**src/rtl/fp_operand_swap_stage.sv**
```systemverilog
// Two-stage FP add/sub operand ordering: S1 feeds an external magnitude comparator,
// S2 registers the ordered pair, exponent difference, result sign and effective operation.
module fp_operand_swap_stage #(
    parameter int unsigned EW = 8,
    parameter int unsigned SW = 23
) (
    input  logic                 clk,
    input  logic                 rst,
    input  logic                 flush,
    input  logic                 in_valid,
    output logic                 in_ready,
    input  logic [EW+SW:0]       Data_X,
    input  logic [EW+SW:0]       Data_Y,
    input  logic                 add_subt,
    output logic [EW+SW-1:0]     cmp_a,
    output logic [EW+SW-1:0]     cmp_b,
    input  logic                 cmp_less,
    output logic                 out_valid,
    input  logic                 out_ready,
    output logic [EW+SW-1:0]     DMP,
    output logic [EW+SW-1:0]     DmP,
    output logic [EW-1:0]        exp_diff,
    output logic                 sign_result,
    output logic                 eff_sub,
    output logic                 swapped
);

    localparam int unsigned W  = 1 + EW + SW;
    localparam int unsigned MW = W - 1;

    logic          s1_valid_q;
    logic [W-1:0]  x_q, y_q;
    logic          op_q;

    logic          s2_valid_q;
    logic [MW-1:0] dmp_q, dmp_small_q;
    logic [EW-1:0] exp_diff_q;
    logic          sign_q, eff_sub_q, swapped_q;

    logic          s2_adv, s1_load, s2_load;
    logic          s1_valid_d, s2_valid_d;
    logic [MW-1:0] dmp_d, dmp_small_d;
    logic [EW-1:0] exp_diff_d;
    logic          sign_d, eff_sub_d, sy_eff, mag_eq;

    // Handshake: S2 advances whenever it is empty or being drained.
    always_comb begin
        s2_adv     = s1_valid_q & (~s2_valid_q | out_ready);
        in_ready   = ~s1_valid_q | s2_adv;
        s1_load    = in_valid & in_ready & ~flush;
        s2_load    = s2_adv & ~flush;
        s1_valid_d = (in_valid & in_ready) | (s1_valid_q & ~s2_adv);
        s2_valid_d = s2_adv | (s2_valid_q & ~out_ready);
    end

    // Ordering from the comparator result; equal magnitudes keep X as the larger.
    always_comb begin
        mag_eq      = (x_q[MW-1:0] == y_q[MW-1:0]);
        sy_eff      = y_q[W-1] ^ op_q;
        eff_sub_d   = x_q[W-1] ^ sy_eff;
        dmp_d       = cmp_less ? y_q[MW-1:0] : x_q[MW-1:0];
        dmp_small_d = cmp_less ? x_q[MW-1:0] : y_q[MW-1:0];
        exp_diff_d  = EW'(dmp_d[MW-1 -: EW] - dmp_small_d[MW-1 -: EW]);
        sign_d      = cmp_less ? sy_eff : x_q[W-1];
        if (eff_sub_d && mag_eq) begin
            sign_d = 1'b0;
        end
    end

    always_ff @(posedge clk or negedge rst) begin
        if (!rst) begin
            s1_valid_q <= 1'b0;
            x_q        <= '0;
            y_q        <= '0;
            op_q       <= 1'b0;
        end else begin
            s1_valid_q <= flush ? 1'b0 : s1_valid_d;
            if (s1_load) begin
                x_q  <= Data_X;
                y_q  <= Data_Y;
                op_q <= add_subt;
            end
        end
    end

    always_ff @(posedge clk or negedge rst) begin
        if (!rst) begin
            s2_valid_q  <= 1'b0;
            dmp_q       <= '0;
            dmp_small_q <= '0;
            exp_diff_q  <= '0;
            sign_q      <= 1'b0;
            eff_sub_q   <= 1'b0;
            swapped_q   <= 1'b0;
        end else begin
            s2_valid_q <= flush ? 1'b0 : s2_valid_d;
            if (s2_load) begin
                dmp_q       <= dmp_d;
                dmp_small_q <= dmp_small_d;
                exp_diff_q  <= exp_diff_d;
                sign_q      <= sign_d;
                eff_sub_q   <= eff_sub_d;
                swapped_q   <= cmp_less;
            end
        end
    end

    assign cmp_a       = x_q[MW-1:0];
    assign cmp_b       = y_q[MW-1:0];
    assign out_valid   = s2_valid_q;
    assign DMP         = dmp_q;
    assign DmP         = dmp_small_q;
    assign exp_diff    = exp_diff_q;
    assign sign_result = sign_q;
    assign eff_sub     = eff_sub_q;
    assign swapped     = swapped_q;

endmodule

```
**config.mk**
```make
export PLATFORM = sky130hd
export DESIGN_NAME = fp_operand_swap_stage
export DESIGN_NICKNAME = d
export VERILOG_FILES = /design/src/rtl/fp_operand_swap_stage.sv
export SDC_FILE = /design/constraint.sdc
export NUM_CORES = 1
export LEC_CHECK = 0
export BUFFER_PORTS_ARGS = -buffer_cell sky130_fd_sc_hd__buf_2
export CAP_MARGIN = 20
export CELL_PAD_IN_SITES_DETAIL_PLACEMENT = 0
export CELL_PAD_IN_SITES_GLOBAL_PLACEMENT = 1
export CORE_MARGIN = 2
export CORE_UTILIZATION = 44
export CTS_BUF_LIST = sky130_fd_sc_hd__clkbuf_8
export CTS_CLUSTER_SIZE = 28
export DETAILED_ROUTE_END_ITERATION = 7
export PLACE_DENSITY_LB_ADDON = 0.1
export SYNTH_ARGS = -nofsm -noshare
export SYNTH_HDL_FRONTEND = slang
export SYNTH_SLANG_ARGS = --single-unit
```
**constraint.sdc**
```tcl
create_clock -name clk -period 6.1 [get_ports clk]
set_input_delay 0 -clock clk [delete_from_list [all_inputs] [get_ports clk]]
set_output_delay 0 -clock clk [all_outputs]
set_load 0.02 [all_outputs]
```
-- Word level (Yosys, flattened, before mapping)
Cells that the tools add are included.
- output and inout port bits: 137
- input bits: 71
- register bits after elaboration: 140
- memories kept: 0
- RAM bits: 0
- latch bits: 0
- ROM bits: 0
- word-level logic and storage cells: 37
- shifts and indexed selects: 0
- $mul: 0
- reduce and logical (&&, ||, !) cells: 1
- bitwise gates (word level): 17
- equal/unequal tests: 1
- add/subtract/negate cells: 1
- mux-type cells: 6
- order comparisons: 0
- div/mod/pow operators: 0
- operator list (kind ; count):
    $mux 31 ; 2
    $eq 31x31->1 ; 1
    $sub 8x8->8 ; 1
    $and 1x1->1 ; 6
    $not 1->1 ; 5
    $mux 1 ; 4
    $or 1x1->1 ; 4
    $xor 1x1->1 ; 2
    $logic_and 1x1->1 ; 1

-- Depth between registers and ports, before layout
Gate-level depths: netlist of the first run.
- depth after elaboration: 7
- gate-level depth with buffers: 11

-- Worst setup path before layout of the first run
No wires, ideal clock.
- path kind: in2reg
- start: input port cmp_less
- end: register exp_diff_q[7], in the netlist exp_diff[7]
- path slack: 3.761 ns
- stages: 9
- arrival time: 2.270 ns
- required time: 6.031 ns
- cell sequence: buf_2 buf_2 mux2_2 ha_1 nor2b_1 o31a_1 o31a_1 or4_1 nand3_1
- longest elaborated chain between the ends: 2
- elaborated cells between the ends (all ways): 3
- classes of those cells: add/sub (1); mux (2)
- RTL lines (what ; line ; RTL):
    from (decl) ; 17 ; input logic cmp_less,
    $mux 31 ; 61 ; dmp_d = cmp_less ? y_q[MW-1:0] : x_q[MW-1:0];
    via dmp_d[24] ; 42 ; logic [MW-1:0] dmp_d, dmp_small_d;
    $sub 8x8->8 ; 63 ; exp_diff_d = EW'(dmp_d[MW-1 -: EW] - dmp_small_d[MW-1 -: EW]);
    to (signal assigned) ; 100 ; exp_diff_q <= exp_diff_d;
    to (decl) ; 37 ; logic [EW-1:0] exp_diff_q;
The timed path passes the listed nets, and every way through them passes these cells.
A chain may end at the register's enable or synchronous reset.

-- Worst setup path in the final report of the first run
- start: register x_q[24]
- end: register exp_diff_q[7], in the netlist exp_diff[7]
- longest elaborated chain between the ends: 2
- elaborated cells between the ends (all ways): 3
- classes of those cells: add/sub (1); mux (2)
- RTL lines (what ; line ; RTL):
    from (decl) ; 32 ; logic [W-1:0] x_q, y_q;
    from (signal assigned) ; 79 ; x_q <= Data_X;
    $mux 31 (on tied branches) ; 61, 62 ;
    $sub 8x8->8 * ; 63 ;
Mark *: on every way between the ends. The rest lies on a longest branch, timed or not.

==> run_results.csv, run 1 <==
group,metric,value,unit
logic_synthesis,synth_flop_cell,"dfrtp_1",
drt,wl_per_cell,16.2,µm
timing,period_minus_slack,2.36,ns
clocking,cts_resized,0,
logic_synthesis,synth_xor_area_share,4.46,%
timing,slew_headroom,42.4,%
timing,tightest_slew,0.865,ns
power_and_ir_drop,p_leak,0.00430,µW
cells_and_area,area_growth_syn_to_layout,26.8,%
logic_synthesis,synth_largest_area_cell,"dfrtp_1",
timing,setup_viol,0,
grt,grt_remaining_overflow,0,
logic_synthesis,synth-simple-area-share,7.94,%
timing,grt_setup_unrepaired,"false",
logic_synthesis,synth-seq-cells,140,
cells_and_area,fill_cells,1337,
logic_synthesis,ys_seq_area_share,51.0,%
floorplanning,boundaryPins,208,
placed_design,dp_hpwl,11.2,mm
drt,drc,0,
setup_path,reg2reg_from,"x_q[24]$_DFFE_PN0P_",
logic_synthesis,async_flop_share,100,%
cells_and_area,drive_above_1_share,37.8,%
grt,grt_pass1_wl,26.2,mm
setup_path,required,6.46,ns
setup_path,critical_path_class,"reg -> reg",
setup_path,crit_start,"x_q[24]$_DFFE_PN0P_",
setup_path,path_common_cell,"o31a_1",
timing,slew_violations,0,
clocking,cts.sinks,140,
power_and_ir_drop,total_power,3070,µW
setup_path,crit_path_start_kind,"flip-flop",
timing,max_freq,424,MHz
setup_path,reg2reg_to,"exp_diff[7]$_DFFE_PN0P_",
drt,ant_nets,0,
cells_and_area,diodes,0,
clocking,clock_path_buffers,2,
timing,post-route-period-util,38.6,%
drt,drt_iter0_drc,248,
setup_path,path_buf_inv,0,
setup_path,worst_path_max_delay_cell,"or4_1",
timing,fin_tns_setup,0,ns
clocking,cts_tree,"yes",
clocking,insertion_delay,0.42,ns
grt,grt_usage,20.5,%
drt,dr.pass1.iters,4,
setup_path,slowest_delay,0.46,ns
cells_and_area,nets,892,
timing,hold_viol,0,
floorplanning,die_w,129,µm
outcome,status,"finished, final reports clean",
drt,viasPerCell,4.87,
setup_path,path_cells,"mux2i_1, ha_1, nor2b_1, o31a_1, o31a_1, or4_1, nand3_1",
placed_design,place.gp.congestion,0.734,
grt,first_global_vias,4942,
logic_synthesis,synth-compound-area-share,6.25,%
timing,clock_skew,0.0122,ns
power_and_ir_drop,powerDensity,352,mW/mm²
placed_design,port_buffers,207,
logic_synthesis,synthMuxAreaShare,19.9,%
drt,finalWirelength,16.4,mm
setup_path,path_depth,7,
floorplanning,fp.dieH,129,µm
clocking,cts_made_buffers,17,
placed_design,pre_cts_ws,3.34,ns
logic_synthesis,avgSynthCellArea,11.3,µm²
grt,grt_max_degree,77,
cells_and_area,final_cell_mix,"buf_2 (205), dfrtp_1 (140), nand2_1 (89)",
floorplanning,rows,45,
logic_synthesis,yosys.area.top_type_share,51.0,%
floorplanning,core_area,0.0152,mm²
floorplanning,die_area,0.0166,mm²
power_and_ir_drop,vdd.ir_drop.worst,0.180,mV
setup_path,reg2reg_slack,3.74,ns
logic_synthesis,yosys_warnings,0,
floorplanning,start_util,45.2,%
setup_path,critPathArrivalTime,2.71,ns
logic_synthesis,synth-adder-area-share,1.38,%
setup_path,crit_family,"simple AND/OR/NAND/NOR gates",
setup_path,cp-endpoint,"exp_diff[7]$_DFFE_PN0P_",
logic_synthesis,synth_edf_count,0,
clocking,cts_root_buf,"clkbuf_8",
logic_synthesis,netlist_instances,607,
logic_synthesis,synth.area.top_cells,"dfrtp_1 (51%), mux2_2 (12%), mux2i_1 (8.3%)",
grt,antenna_found_initial,1,
logic_synthesis,syn-num-nets,685,
timing,holdWs,0.135,ns
setup_path,crit_path_end_kind,"flip-flop",
timing,fin_ws,3.74,ns
setup_path,r2r_cells,7,
clocking,clk_pin_slew,0.07,ns
logic_synthesis,synth_cell_types,35,
hold_path,min_path_type,"in -> reg",
drt,num_vias,4943,
clocking,htreeDepth,4,
setup_path,worstPathMaxFanout,5,
logic_synthesis,netlist_area,0.00687,mm²
logic_synthesis,synth_top_family_by_area,"multiplexers",
cells_and_area,final_common_cell,"buf_2",
flow_run,maxCapViolCount,0,
==> metrics by stage <==
stage	cells	instance area [µm²]	util, %
floorplan	607	6870	-
global placement	913	7570	49.8
detailed placement	913	7570	49.8
CTS	1014	8710	57.3
global route	1014	8710	57.3
finish	1014	8710	57.3
==> power by group <==
group | total [µW] | switching (µW) | internal (µW)
registers | 1280 | 165 | 1120
logic | 961 | 567 | 394
clock network | 822 | 340 | 482
total | 3070 | 1070 | 2000
==> cell families (layout without fill, tap and decap cells) <==
family	after synthesis	count (layout)
flip-flops	140	140
multiplexers	128	128
XOR/XNOR	35	35
adder cells (fa/ha/maj)	7	7
AND/OR/NAND/NOR	124	124
buffers and inverters	95	314
AO/OA/AOI/OAI	78	78
==> repair_timing <==
item                      CTS  global route
hold buffers               70             0
hold endpoints to repair  140             0
buffers inserted            0             0
==> worst register-to-register path, delay by kind of cell (launching register included) <==
family	cells	cell delay [ns]
flip-flops	1	0.42
AND/OR/NAND/NOR	3	0.70
AO/OA/AOI/OAI	2	0.54
adder cells (fa/ha/maj)	1	0.30
multiplexers	1	0.34
==> area by class of cell <==
| class | instances | area (µm²) | area share [%] |
|---|---|---|---|
| clock buffer | 21 | 289 | 3.32 |
| multi-input combinational | 372 | 2750 | 31.5 |
| tap | 188 | 235 | 2.70 |
| sequential | 140 | 3500 | 40.2 |
| timing repair buffer | 282 | 1780 | 20.5 |
| inverter | 1 | 3.75 | 0.0431 |
| clock inverter | 10 | 148 | 1.70 |
==> synth_stat cells (2+ instances only) <==
master,number
a21o_1,3
a21oi_1,4
buf_2,17
buf_4,62
clkbuf_1,13
dfrtp_1,140
ha_1,6
mux2_2,71
mux2i_1,57
nand2_1,89
nand3_1,5
nand4_1,6
nor2_1,7
nor2b_1,2
nor3_1,3
nor3b_1,3
nor4_1,3
o211ai_1,2
o21a_1,4
o21ai_0,59
o31a_1,2
o31ai_1,2
or4_1,2
xnor2_1,30
xor2_1,5
==> routing by layer <==
layer  up-vias  GRT usage [%]  share of wire (%)  routed length (µm)
met4         0           5.31               0.94                 154
met5         -              0                  0                   0
met2       127           35.2                 51                8370
li1       2425              -                  -                   -
met1      2380           25.1                 42                6910
met3        11           6.44                6.1                1010
==> flip-flops by register name, summed over array words and instances (netlist names) <==
signal / count
y_q: 32
op_q: 1
x_q: 32
DmP: 31
sign_result: 1
swapped: 1
eff_sub: 1
out_valid: 1
DMP: 31
s1_valid_q: 1
exp_diff: 8
==> how the worst min path moves through the flow <==
stage | from | to | cells after the start
global route | cmp_less | DMP[2]$_DFFE_PN0P_ | 3
floorplan | rst | DMP[0]$_DFFE_PN0P_ | 0
detailed placement | rst | DmP[23]$_DFFE_PN0P_ | 1
global placement | rst | DMP[23]$_DFFE_PN0P_ | 1
CTS | cmp_less | DMP[2]$_DFFE_PN0P_ | 3
finish | cmp_less | DMP[2]$_DFFE_PN0P_ | 3
No activity file was read; power rests on OpenSTA's default activity.
==> inputs of run 2 (changes only) <==
CORE_UTILIZATION = 41   (was 44)
clock period = 2.2 ns   (was 6.1 ns; I/O delays follow)
==> run 2 against run 1 <==
Effect of this change:
- the flow now finishes with violations (setup timing)
- non-clock buffer count grew 18
- cell area grew 1.9%
- global-route usage shrank 0.93 points
- sequential power increased to 2.8 times the previous value
- sequential share of layout area is 0.75 points lower
- critical endpoint unchanged
- die area grew 7.1%
- total power grew to 2.7 times the previous value
- largest power group unchanged
- critical path depth is the same
- utilization shrank 3.4 points
- combinational power rose to 2.9 times the previous value
==> run_results.csv, run 2 (same netlist as run 1, synthesis figures left out) <==
group,metric,value,unit
floorplanning,die_area,0.0178,mm²
power_and_ir_drop,net-switching-power,3090,µW
setup_path,required,2.58,ns
setup_path,path_cells,"mux2_4, ha_1, nor2b_1, o31a_1, o31a_1, or4_1, nand3_1",
drt,viasPerCell,4.82,
grt,antenna_found_initial,0,
floorplanning,start_util,41.7,%
setup_path,crit_path_start_kind,"flip-flop",
clocking,htreeDepth,4,
timing,slew_violations,0,
setup_path,worst_path_max_delay_cell,"or4_1",
grt,grt_remaining_overflow,0,
clocking,cts_made_buffers,17,
floorplanning,rows,47,
setup_path,slowest_delay,0.46,ns
placed_design,dp_hpwl,12.3,mm
clocking,cts.sinks,140,
setup_path,critPathArrivalTime,2.65,ns
cells_and_area,nets,910,
clocking,clk_pin_slew,0.08,ns
power_and_ir_drop,vdd.ir_drop.worst,0.412,mV
cells_and_area,final_cell_mix,"buf_2 (205), dfrtp_1 (140), nand2_1 (89)",
floorplanning,boundaryPins,208,
timing,fin_tns_setup,-0.0677,ns
cells_and_area,diodes,0,
placed_design,place.gp.congestion,0.800,
placed_design,dp.cells,962,
power_and_ir_drop,p_clk_share,24.7,%
clocking,cts_resized,0,
drt,finalWirelength,17.0,mm
setup_path,path_buf_inv,0,
cells_and_area,drive_above_1_share,39.6,%
power_and_ir_drop,powerDensity,944,mW/mm²
timing,grt_setup_unrepaired,"true",
drt,drt_iter0_drc,217,
flow_run,maxCapViolCount,0,
cells_and_area,multi_input_area,0.00276,mm²
cells_and_area,final_common_cell,"buf_2",
timing,fin_ws,-0.0677,ns
cells_and_area,largestRegisters,"x_q (32), y_q (32)",
timing,setup_viol,1,
cells_and_area,final_cells,1065,
placed_design,port_buffers,207,
clocking,cts_tree,"yes",
outcome,status,"finished, violations left",
power_and_ir_drop,combPwrFrac,32.9,%
floorplanning,die_w,133,µm
hold_path,min_path_type,"in -> reg",
cells_and_area,area_growth_syn_to_layout,29.2,%
setup_path,worstPathMaxFanout,3,
grt,grt_pass1_wl,27.2,mm
setup_path,crit_path_end_kind,"flip-flop",
setup_path,path_common_cell,"o31a_1",
drt,drc,0,
grt,grt_max_degree,83,
timing,post-route-period-util,103,%
setup_path,critical_path_class,"reg -> reg",
outcome,violations,"setup timing",
clocking,insertion_delay,0.44,ns
power_and_ir_drop,swShare,36.8,%
drt,ant_nets,0,
power_and_ir_drop,p_leak,0.00437,µW
clocking,cts_root_buf,"clkbuf_8",
power_and_ir_drop,power_frac_seq,42.3,%
clocking,clock_path_buffers,2,
timing,clock_skew,0.00733,ns
setup_path,reg2reg_slack,-0.07,ns
drt,num_vias,5133,
timing,max_freq,441,MHz
floorplanning,core_area,0.0165,mm²
power_and_ir_drop,internal-power,5290,µW
drt,wl_per_cell,16.0,µm
setup_path,crit_family,"simple AND/OR/NAND/NOR gates",
timing,slew_headroom,54.2,%
grt,first_global_vias,5317,
cells_and_area,fill_cells,1553,
timing,period_minus_slack,2.27,ns
grt,grt_usage,19.6,%
drt,dr.pass1.iters,4,
floorplanning,fp.dieH,133,µm
timing,hold_viol,0,
timing,tightest_slew,0.687,ns
cells_and_area,seqCellArea,0.00350,mm²
-- run 2: cell types whose count changed in the layout (fill, tap and decap cells not counted) --
cell,before,now
buf_12,0,2
buf_4,6,22
bufinv_16,4,2
clkbuf_8,21,18
clkinv_2,1,3
clkinv_4,0,2
clkinvlp_4,1,3
inv_1,5,2
inv_6,0,3
mux2_2,71,70
mux2_4,0,1
nor3b_1,3,2
nor3b_2,0,1
-- run 2: power groups by stage --
stage | Clock (µW) | Combinational (µW) | Sequential (µW)
4_1_cts | 2140 | 2800 | 3550
6_report | 2070 | 2760 | 3550
3_3_place_gp | 0 | 2660 | 3570
2_1_floorplan | 0 | 1490 | 3950
5_1_grt | 2260 | 3000 | 3630
3_5_place_dp | 0 | 2700 | 3600
-- run 2: area by class of cell --
type	count	area share [%]
clock buffer	18	2.79
inverter	1	0.0423
tap	220	3.10
timing repair buffer	300	21.9
clock inverter	14	1.64
sequential	140	39.5
multi-input combinational	372	31.0
-- run 2: through the flow --
step                total power (µW)  setup slack, ns  area [µm²]  hold slack (ns)  utilization [%]
floorplan                       5440         -0.00458        6880           -0.296                -
global placement                6230          -0.0186        7770           0.0517             47.2
detailed placement              6300          -0.0579        7770           0.0600             47.2
CTS                             8490          -0.0741        8870           0.0404             53.8
global route                    8890           -0.147        8870           0.0822             53.9
finish                          8380          -0.0677        8870           0.0688             53.9
-- run 2: metal layers --
metal | global-route usage [%] | vias up | routed length [µm]
li1 | - | 2476 | -
met1 | 23.8 | 2495 | 7250
met2 | 33.2 | 131 | 8500
met3 | 4.91 | 31 | 811
met4 | 8.27 | 0 | 425
met5 | 0 | - | 0
-- run 2: what timing repair did --
item | in CTS | in global routing
setup endpoints to repair | 1 | 2
hold endpoints to repair | 134 | 0
hold buffers | 70 | 0
buffers inserted | 0 | 1
-- run 2: worst paths after layout --
path / startpoint / endpoint / cells after the start
worst max-delay path: x_q[24]$_DFFE_PN0P_ / exp_diff[7]$_DFFE_PN0P_ / 7
worst min register to register: DMP[27]$_DFFE_PN0P_ / DMP[27]$_DFFE_PN0P_ / 2
worst max register to register: x_q[24]$_DFFE_PN0P_ / exp_diff[7]$_DFFE_PN0P_ / 7
max in group asynchronous: rst / DMP[6]$_DFFE_PN0P_ / 3
worst min-delay path: cmp_less / DMP[23]$_DFFE_PN0P_ / 3
min in group asynchronous: rst / DMP[24]$_DFFE_PN0P_ / 2
-- run 2: worst reg2reg max path, cell delays in order (launching register included) --
cell,delay (ns)
dfrtp_1,0.39
mux2_4,0.28
ha_1,0.28
nor2b_1,0.15
o31a_1,0.28
o31a_1,0.26
or4_1,0.46
nand3_1,0.10
==> inputs of run 3 (changes only) <==
BUFFER_PORTS_ARGS = -buffer_cell sky130_fd_sc_hd__buf_4   (was -buffer_cell sky130_fd_sc_hd__buf_2)
GPL_ROUTABILITY_DRIVEN = 0   (was default)
TNS_END_PERCENT = 1   (was default)
==> run 3 against run 2 <==
Effect of this change:
- the run still ends with setup timing left
- register-to-register slack improved by 0.03 ns
- global-route usage rose by 0.077 points
- count of clock-buffer cells in the layout rose by 2
- total power rose by 1.2%
- die area did not move
- sequential power barely moved
- cell area rose by 5.5%
- highest routed layer unchanged
==> run_results.csv, run 3 (same netlist as run 1, synthesis figures left out) <==
group,metric,value,unit
floorplanning,start_util,41.7,%
power_and_ir_drop,p_clk_share,21.0,%
power_and_ir_drop,net-switching-power,3040,µW
flow_run,maxCapViolCount,0,
grt,use_met2,34.4,%
clocking,cts_tree,"yes",
drt,viasPerCell,4.73,
drt,finalWirelength,17.2,mm
cells_and_area,fin_util,56.9,%
power_and_ir_drop,swShare,35.9,%
power_and_ir_drop,powerDensity,905,mW/mm²
setup_path,reg2reg_from,"x_q[24]$_DFFE_PN0P_",
timing,fin_ws,-0.0398,ns
timing,clock_skew,0.00886,ns
timing,max_freq,446,MHz
cells_and_area,final_common_cell,"buf_4",
outcome,status,"finished, violations left",
clocking,clock_path_buffers,2,
cells_and_area,area_growth_syn_to_layout,36.3,%
setup_path,worstPathMaxFanout,3,
power_and_ir_drop,combPwrFrac,36.8,%
drt,wl_per_cell,16.2,µm
floorplanning,die_area,0.0178,mm²
timing,tightest_slew,0.601,ns
cells_and_area,multi_input_area,0.00277,mm²
timing,post-route-period-util,102,%
floorplanning,die_w,133,µm
floorplanning,core_area,0.0165,mm²
timing,slew_headroom,59.9,%
cells_and_area,nets,912,
grt,antenna_found_initial,0,
floorplanning,boundaryPins,208,
timing,setup_viol,1,
timing,slew_violations,0,
setup_path,critPathArrivalTime,2.60,ns
clocking,clk_pin_slew,0.08,ns
floorplanning,rows,47,
drt,ant_nets,0,
cells_and_area,final_cell_mix,"buf_4 (229), dfrtp_1 (139), nand2_1 (89)",
cells_and_area,final_cells,1067,
cells_and_area,fill_cells,1458,
outcome,violations,"setup timing",
floorplanning,fp.dieH,133,µm
drt,drt_iter0_drc,144,
hold_path,min_path_type,"in -> reg",
cells_and_area,drive_above_1_share,40.0,%
grt,top_usage_layer,"met2",
setup_path,crit_path_end_kind,"flip-flop",
cells_and_area,diodes,0,
clocking,htreeDepth,4,
placed_design,dp.cells,964,
timing,grt_setup_unrepaired,"true",
power_and_ir_drop,vdd.ir_drop.worst,0.404,mV
clocking,cts_root_buf,"clkbuf_8",
clocking,insertion_delay,0.42,ns
grt,grt_remaining_overflow,0,
clocking,cts_made_buffers,17,
setup_path,required,2.56,ns
setup_path,critical_path_class,"reg -> reg",
timing,holdWs,0.0563,ns
grt,grt_usage,19.6,%
clocking,cts.sinks,140,
power_and_ir_drop,power_frac_seq,42.2,%
drt,dr.pass1.iters,4,
drt,num_vias,5046,
grt,grtUsageMet3,4.95,%
grt,use_met1,23.6,%
cells_and_area,seqCellArea,0.00350,mm²
timing,hold_viol,0,
setup_path,crit_start,"x_q[24]$_DFFE_PN0P_",
drt,drc,0,
placed_design,dp_hpwl,12.2,mm
hold_path,worstHoldStart,"cmp_less",
grt,grt_max_degree,69,
timing,period_minus_slack,2.24,ns
setup_path,crit_path_start_kind,"flip-flop",
power_and_ir_drop,p_leak,0.00452,µW
placed_design,port_buffers,207,
power_and_ir_drop,internal-power,5430,µW
grt,grt_pass1_wl,27.5,mm
cells_and_area,largestRegisters,"x_q (32), y_q (32)",
grt,first_global_vias,5328,
## run 3: final timing paths
| check | endpoint | slack [ns] | cells past startpoint |
|---|---|---|---|
| worst max-delay path | exp_diff[7]$_DFFE_PN0P_ | -0.04 | 7 |
| worst min-delay path | DmP[25]$_DFFE_PN0P_ | 0.06 | 3 |
| worst max register to register | exp_diff[7]$_DFFE_PN0P_ | -0.04 | 7 |
| worst min register to register | DMP[27]$_DFFE_PN0P_ | 0.48 | 2 |
| max in group asynchronous | DmP[14]$_DFFE_PN0P_ | 1.32 | 3 |
| min in group asynchronous | DmP[23]$_DFFE_PN0P_ | 0.12 | 2 |
## run 3: layout make-up
cell class | count | share of cell area, %
sequential | 140 | 37.4
multi-input combinational | 372 | 29.6
inverter | 1 | 0.0401
timing repair buffer | 302 | 26.4
clock buffer | 20 | 2.94
clock inverter | 12 | 0.628
tap | 220 | 2.94
## run 3: through the flow
step	area (µm²)	setup WS (ns)	TNS, ns	power [µW]
after floorplan	6880	-0.00458	-0.00458	5440
after global placement	8300	-0.00386	-0.00386	6600
after detailed placement	8300	-0.0445	-0.0445	6660
after CTS	9340	-0.0484	-0.0484	8570
after global routing	9360	-0.140	-0.172	8990
final	9360	-0.0398	-0.0398	8470
## run 3: critical path, cell delays in order, from the launching register on
cell and delay [ns]:
dfrtp_1 0.40, mux2_4 0.28, ha_1 0.28, nor2b_1 0.14, o31a_1 0.26, o31a_1 0.25, or4_1 0.46, nand3_1 0.10
## run 3: power groups by stage
stage	Combinational [µW]	Clock, µW	Sequential (µW)
3_3_place_gp	3010	0	3590
6_report	3110	1780	3580
5_1_grt	3360	1970	3660
2_1_floorplan	1490	0	3950
4_1_cts	3140	1850	3580
3_5_place_dp	3030	0	3630
## run 3: metal layers
layer / routed length (µm) / share of wire [%]
met1: 7200 / 42
met2: 8790 / 51
met3: 926 / 5.4
met4: 320 / 1.9
met5: 0 / 0
## run 3: timing repair
item,CTS,global route
endpoints found under the hold margin,127,0
buffers inserted,1,0
setup endpoints to repair,1,3
hold buffers,70,0
resized for setup,0,6
